$ cat src/rtl/fetch_controller_pkg.sv
// Shared IF-stage definitions: word width, NOP encoding, fetch FSM states.
// Latency: n/a (types and constants only).
// Backpressure: n/a.
package fetch_controller_pkg;

    localparam int XLEN = 32;

    typedef logic [XLEN-1:0] word_t;

    // ADDI x0, x0, 0
    localparam word_t NOP_ENC = 32'h0000_0013;

    typedef enum logic [1:0] {
        FETCH = 2'd0,   // request outstanding at fetch_pc
        HOLD  = 2'd1,   // word parked in the pending buffer, waiting for STALL to drop
        FLUSH = 2'd2    // request outstanding but its data is already dead
    } fetch_state_t;

    // Instruction addresses are word aligned; low bits of a redirect are ignored.
    function automatic word_t align_word(input word_t addr);
        return {addr[XLEN-1:2], 2'b00};
    endfunction

endpackage

$ cat src/rtl/fetch_pending_buf.sv
// One-entry holding register for a word that completed while the pipeline was stalled.
// Latency: load/clear take effect on the next clock edge; contents visible the cycle after.
// Backpressure: none of its own; clear wins over load when both are asserted.
//
// Ports: clk/rst (async active-high), load + load_pc/load_instr to capture,
//        clear to drop the entry, buf_vld/buf_pc/buf_instr for the held word.
module fetch_pending_buf
    import fetch_controller_pkg::*;
(
    input  logic  clk,
    input  logic  rst,
    input  logic  load,
    input  logic  clear,
    input  word_t load_pc,
    input  word_t load_instr,
    output logic  buf_vld,
    output word_t buf_pc,
    output word_t buf_instr
);

    always_ff @(posedge clk or posedge rst) begin
        if (rst) begin
            buf_vld   <= 1'b0;
            buf_pc    <= '0;
            buf_instr <= NOP_ENC;
        end else if (clear) begin
            buf_vld   <= 1'b0;
        end else if (load) begin
            buf_vld   <= 1'b1;
            buf_pc    <= load_pc;
            buf_instr <= load_instr;
        end
    end

endmodule

$ cat src/rtl/fetch_controller.sv
// IF-stage fetch sequencer: owns fetch PC, issues one instruction read at a time, feeds IF/ID.
// Latency: word presented on PC/INSTRUCTION the edge its MEM_READ & ~MEM_BUSYWAIT cycle ends.
// Backpressure: STALL holds outputs and parks a completed word; MEM_BUSYWAIT inserts NOP bubbles.
//
// Ports: CLK, RESET (async active-high); STALL from hazard unit; BRANCH_TAKEN/BRANCH_TARGET
//        redirect from EX; MEM_READ/MEM_ADDRESS/MEM_BUSYWAIT/MEM_READDATA to instruction
//        memory; PC/INSTRUCTION/INSTR_VALID registered outputs to IF/ID.
module fetch_controller
    import fetch_controller_pkg::*;
#(
    parameter logic [31:0] RESET_PC  = 32'h0000_0000,
    parameter logic [31:0] NOP_INSTR = NOP_ENC
) (
    input  logic        CLK,
    input  logic        RESET,
    input  logic        STALL,
    input  logic        BRANCH_TAKEN,
    input  logic [31:0] BRANCH_TARGET,
    output logic        MEM_READ,
    output logic [31:0] MEM_ADDRESS,
    input  logic        MEM_BUSYWAIT,
    input  logic [31:0] MEM_READDATA,
    output logic [31:0] PC,
    output logic [31:0] INSTRUCTION,
    output logic        INSTR_VALID
);

    fetch_state_t state_q;
    word_t        fetch_pc_q;
    word_t        redirect_pc_q;   // target remembered while a dead request drains
    word_t        pc_q;
    word_t        instr_q;
    logic         valid_q;

    logic         done;
    word_t        branch_pc;
    logic         pend_load;
    logic         pend_clear;
    logic         pend_vld;
    word_t        pend_pc;
    word_t        pend_instr;

    // A request is never issued in HOLD, and RESET kills it combinationally so
    // memory sees the request vanish the instant reset rises.
    assign MEM_READ    = ~RESET & (state_q != HOLD);
    assign MEM_ADDRESS = fetch_pc_q;
    assign done        = MEM_READ & ~MEM_BUSYWAIT;
    assign branch_pc   = align_word(BRANCH_TARGET);

    assign PC          = pc_q;
    assign INSTRUCTION = instr_q;
    assign INSTR_VALID = valid_q;

    // Park only a live word that finished under STALL; a redirect that same
    // cycle makes the word dead, so it is never captured.
    assign pend_load  = (state_q == FETCH) & done & STALL & ~BRANCH_TAKEN;
    assign pend_clear = (state_q == HOLD) & (BRANCH_TAKEN | ~STALL);

    fetch_pending_buf u_pending_buf (
        .clk        (CLK),
        .rst        (RESET),
        .load       (pend_load),
        .clear      (pend_clear),
        .load_pc    (fetch_pc_q),
        .load_instr (MEM_READDATA),
        .buf_vld    (pend_vld),
        .buf_pc     (pend_pc),
        .buf_instr  (pend_instr)
    );

    always_ff @(posedge CLK or posedge RESET) begin
        if (RESET) begin
            state_q       <= FETCH;
            fetch_pc_q    <= RESET_PC;
            redirect_pc_q <= RESET_PC;
            pc_q          <= RESET_PC;
            instr_q       <= NOP_INSTR;
            valid_q       <= 1'b0;
        end else begin
            case (state_q)
                FETCH: begin
                    if (BRANCH_TAKEN) begin
                        instr_q <= NOP_INSTR;
                        valid_q <= 1'b0;
                        if (done) begin
                            // Request just finished, so the new target can go out next cycle.
                            fetch_pc_q <= branch_pc;
                        end else begin
                            // Memory still owes us a word; let it drain before redirecting.
                            redirect_pc_q <= branch_pc;
                            state_q       <= FLUSH;
                        end
                    end else if (STALL) begin
                        // Outputs hold; a finished word moves into the pending buffer.
                        if (done) begin
                            state_q <= HOLD;
                        end
                    end else if (done) begin
                        pc_q       <= fetch_pc_q;
                        instr_q    <= MEM_READDATA;
                        valid_q    <= 1'b1;
                        fetch_pc_q <= fetch_pc_q + 32'd4;
                    end else begin
                        instr_q <= NOP_INSTR;
                        valid_q <= 1'b0;
                    end
                end

                HOLD: begin
                    if (BRANCH_TAKEN) begin
                        instr_q    <= NOP_INSTR;
                        valid_q    <= 1'b0;
                        fetch_pc_q <= branch_pc;
                        state_q    <= FETCH;
                    end else if (!STALL) begin
                        pc_q       <= pend_pc;
                        instr_q    <= pend_instr;
                        valid_q    <= pend_vld;
                        fetch_pc_q <= pend_pc + 32'd4;
                        state_q    <= FETCH;
                    end
                end

                FLUSH: begin
                    // Nothing useful can reach IF/ID until the dead request drains.
                    instr_q <= NOP_INSTR;
                    valid_q <= 1'b0;
                    if (BRANCH_TAKEN) begin
                        if (done) begin
                            fetch_pc_q <= branch_pc;
                            state_q    <= FETCH;
                        end else begin
                            redirect_pc_q <= branch_pc;
                        end
                    end else if (done) begin
                        fetch_pc_q <= redirect_pc_q;
                        state_q    <= FETCH;
                    end
                end

                default: begin
                    state_q <= FETCH;
                end
            endcase
        end
    end

endmodule

$ cat config.mk
export PLATFORM = sky130hd
export DESIGN_NAME = fetch_controller
export DESIGN_NICKNAME = d
export VERILOG_FILES = /design/src/rtl/fetch_controller_pkg.sv /design/src/rtl/fetch_pending_buf.sv /design/src/rtl/fetch_controller.sv
export SDC_FILE = /design/constraint.sdc
export NUM_CORES = 1
export LEC_CHECK = 0
export CAP_MARGIN = 15
export CORE_ASPECT_RATIO = 0.6
export CORE_MARGIN = 2
export CORE_UTILIZATION = 40
export DETAILED_ROUTE_END_ITERATION = 16
export PLACE_DENSITY_LB_ADDON = 0.12
export SLEW_MARGIN = 10
export SYNTH_ARGS = -nofsm -noshare
export SYNTH_HDL_FRONTEND = slang
export SYNTH_SLANG_ARGS = --single-unit
export TNS_END_PERCENT = 1
$ cat constraint.sdc
create_clock -name CLK -period 8 [get_ports CLK]
set_clock_uncertainty 0.2 [all_clocks]
set_input_delay 1.2 -clock CLK [delete_from_list [all_inputs] [get_ports CLK]]
set_output_delay 1.2 -clock CLK [all_outputs]
set_load 0.02 [all_outputs]
==> metrics.cfg <==
[synthesis]
yosysWarnings = 0
synth_area_leader_cell = dfrtp_1
syn_inst = 1043
ys_ff_latch = 194
syn_avg_cell_area_um2 = 9.96
syn_nets = 1118
yosysTopAreaCellShare_pct = 45.3
syn-cell-area_mm2 = 0.0104
synth.yosys.seq_area_share_pct = 46.8
synth-edff-count = 0
synth_ff_type = dfrtp_1
ys_top_cells_by_area = dfrtp_1 45%, mux2_2 10%, o21ai_0 5.2%, nand2_1 4.5%, mux2i_1 2.9%
async_flop_share_pct = 100
synth_cell_types = 67

[clocking]
clk_pin_slew_ps = 70
ctsResizeCount = 0
cts_root_buffer = clkbuf_16
cts.sinks = 194
clockBufferDepth = 2
worst_skew_pair.late_latency_ps = 450
ctsHoldBuffers = 0
cts_setup_buffers = 0
cts_buffers = 17
cts_tree = yes
h-tree-depth = 4

[floorplanning]
die_area_mm2 = 0.0273
ios = 167
start_util_pct = 40.9
rows = 45
die_h_um = 129
core_mm2 = 0.0254
die_w_um = 212

[drt]
via_per_inst = 5.89
ant_nets = 0
wl_per_cell_um = 21.5
detail_route.first_pass.iterations = 5
wirelength_um = 32700
drc_errors = 0
num_vias = 8937
drt-initial-drc-count = 796

[pwr]
p_int_mw = 2.93
switchingPower_mw = 2.05
ir_drop_v = 0.000164
p_per_area_mw_per_mm2 = 388
seqPwrFrac_pct = 37.2
clockPowerShare_pct = 18.4
switching_share_pct = 41.1
combPwrFrac_pct = 44.4
power_leakage_nw = 5.02

[layout]
mostFrequentLayoutCells = 188 x dfrtp_1, 163 x clkdlybuf4s50_1, 125 x nand2_1
num-fill-cells = 2363
syn_to_final_growth_pct = 23.6
layout_commonest_cell = dfrtp_1
seqCellArea_mm2 = 0.00486
multi_input_area_mm2 = 0.00511
num-nets-final = 1228
n_antenna_cell = 0
drive_above_1_share_pct = 14.7

[sta]
rsz0062_at_grt = no
max_freq_mhz = 227
period_needed_ps = 4410
setup_tns_ps = 0
worst_slew_pin_slew_ps = 1060
hold_viol = 0
setup_viol = 0
finalCritPeriodShare_pct = 55.1
worst_slack_ps = 3590
slew_headroom_pct = 28.9
drv_slew = 0

[place]
dp_slack_ps = 3170
dp_hpwl_um = 21900
place.gp.congestion = 0.880
io_buffers = 164

[worst_setup_path]
worstSetupEndpointType = flop
crit_required_ps = 8130
arrival_ps = 4540
reg2reg_from = state_q[1]
startpoint = RESET
critPathMaxFanout = 42
critical_path_class = primary input to flop
setup.worst_path.start_class = primary input

[grt]
grt_pass1_vias = 8445
track_usage_pct = 24.6
antenna_found_initial = 0
gr-total-overflow = 0
grt_pass1_wl_um = 51000
grt_max_degree = 131

[run]
cap_violations = 0

[min_path]
hold_path.class = flop to flop
hold_start = PC[16]

[run_status]
run_status = complete, no violations

==> logic make-up after synthesis <==
logic type / Yosys count / share of synthesized area (%)
flip-flops: 194 / 46.8
AO/OA/AOI/OAI: 303 / 19.5
XOR/XNOR: 13 / 1.10
AND/OR/NAND/NOR: 299 / 14.3
multiplexers: 125 / 13.2
adder cells (fa/ha/maj): 6 / 0.723
buffers and inverters: 103 / 4.37
==> per-stage QoR <==
| stage | power [mW] | cell area, um^2 | hold slack, ps | utilization (%) | cells |
|---|---|---|---|---|---|
| floorplan | 3.19 | 10400 | 275 | - | 1043 |
| detailed placement | 4.05 | 12200 | 270 | 48.1 | 1485 |
| global placement | 4.02 | 12200 | 263 | 48.1 | 1485 |
| CTS | 4.98 | 12800 | 285 | 50.5 | 1516 |
| finish | 4.98 | 12800 | 275 | 50.6 | 1517 |
| global route | 5.29 | 12800 | 300 | 50.6 | 1517 |
==> metal layers <==
metal | vias to the layer above | global-route usage, % | share of wire, %
li1 | 4108 | - | -
met1 | 4412 | 38.1 | 49
met2 | 380 | 33.7 | 41
met3 | 37 | 6.08 | 8.5
met4 | 0 | 6.59 | 1.2
met5 | - | 0 | 0
==> path summary, 6_finish.rpt <==
kind                                              end  cells after the start  slack (ps)
max                          u_pending_buf.buf_pc[21]                      7        3590
min                                            PC[16]                      2         280
max reg2reg                           MEM_ADDRESS[26]                      9        3830
min reg2reg                                    PC[16]                      2         280
max in group asynchronous  u_pending_buf.buf_instr[5]                      3        4710
min in group asynchronous     u_pending_buf.buf_pc[1]                      2        1450
==> power groups by stage <==
stage / clock network [mW] / logic (mW) / registers [mW]
after floorplan: 0 / 1.31 / 1.88
after global placement: 0 / 2.17 / 1.85
after detailed placement: 0 / 2.19 / 1.86
after CTS: 0.937 / 2.20 / 1.84
after global routing: 0.975 / 2.40 / 1.92
final: 0.918 / 2.21 / 1.85
==> cells in the mapped netlist (9+ instances only) <==
master and number:
dfrtp_1 188, nand2_1 125, o21ai_0 107, mux2_2 95, clkbuf_1 48, a21oi_1 37
a22oi_1 34, nand3_1 34, nor2_1 31, mux2i_1 30, buf_2 26, nand4_1 24
and4_1 14, nor3_1 14, a211oi_1 13, and3_1 13, inv_1 13, a31oi_1 12
nor4_1 12, a21boi_0 10, a221o_1 10, a221oi_1 9, buf_1 9
==> flip-flops by register name (all words and copies together), names as in the netlist, 2 cells and up <==
signal,flops
state_q,2
PC,32
u_pending_buf.buf_instr,32
INSTRUCTION,32
u_pending_buf.buf_pc,32
MEM_ADDRESS,32
redirect_pc_q,30
==> final cells by class <==
| type | instances | share of cell area, % |
|---|---|---|
| Multi-Input combinational cell | 746 | 39.8 |
| Timing Repair Buffer | 180 | 13.7 |
| Inverter | 14 | 0.468 |
| Sequential cell | 194 | 37.9 |
| Clock inverter | 10 | 1.25 |
| Clock buffer | 21 | 3.51 |
| Tap cell | 352 | 3.43 |
==> worst max-delay path, stage by stage <==
cell and delay (ps):
clkdlybuf4s50_1 690, or3_1 700, o21ai_1 180, o211ai_1 210
nor3b_4 490, buf_4 600, mux2_2 410
(Power assumes the default switching activity.)
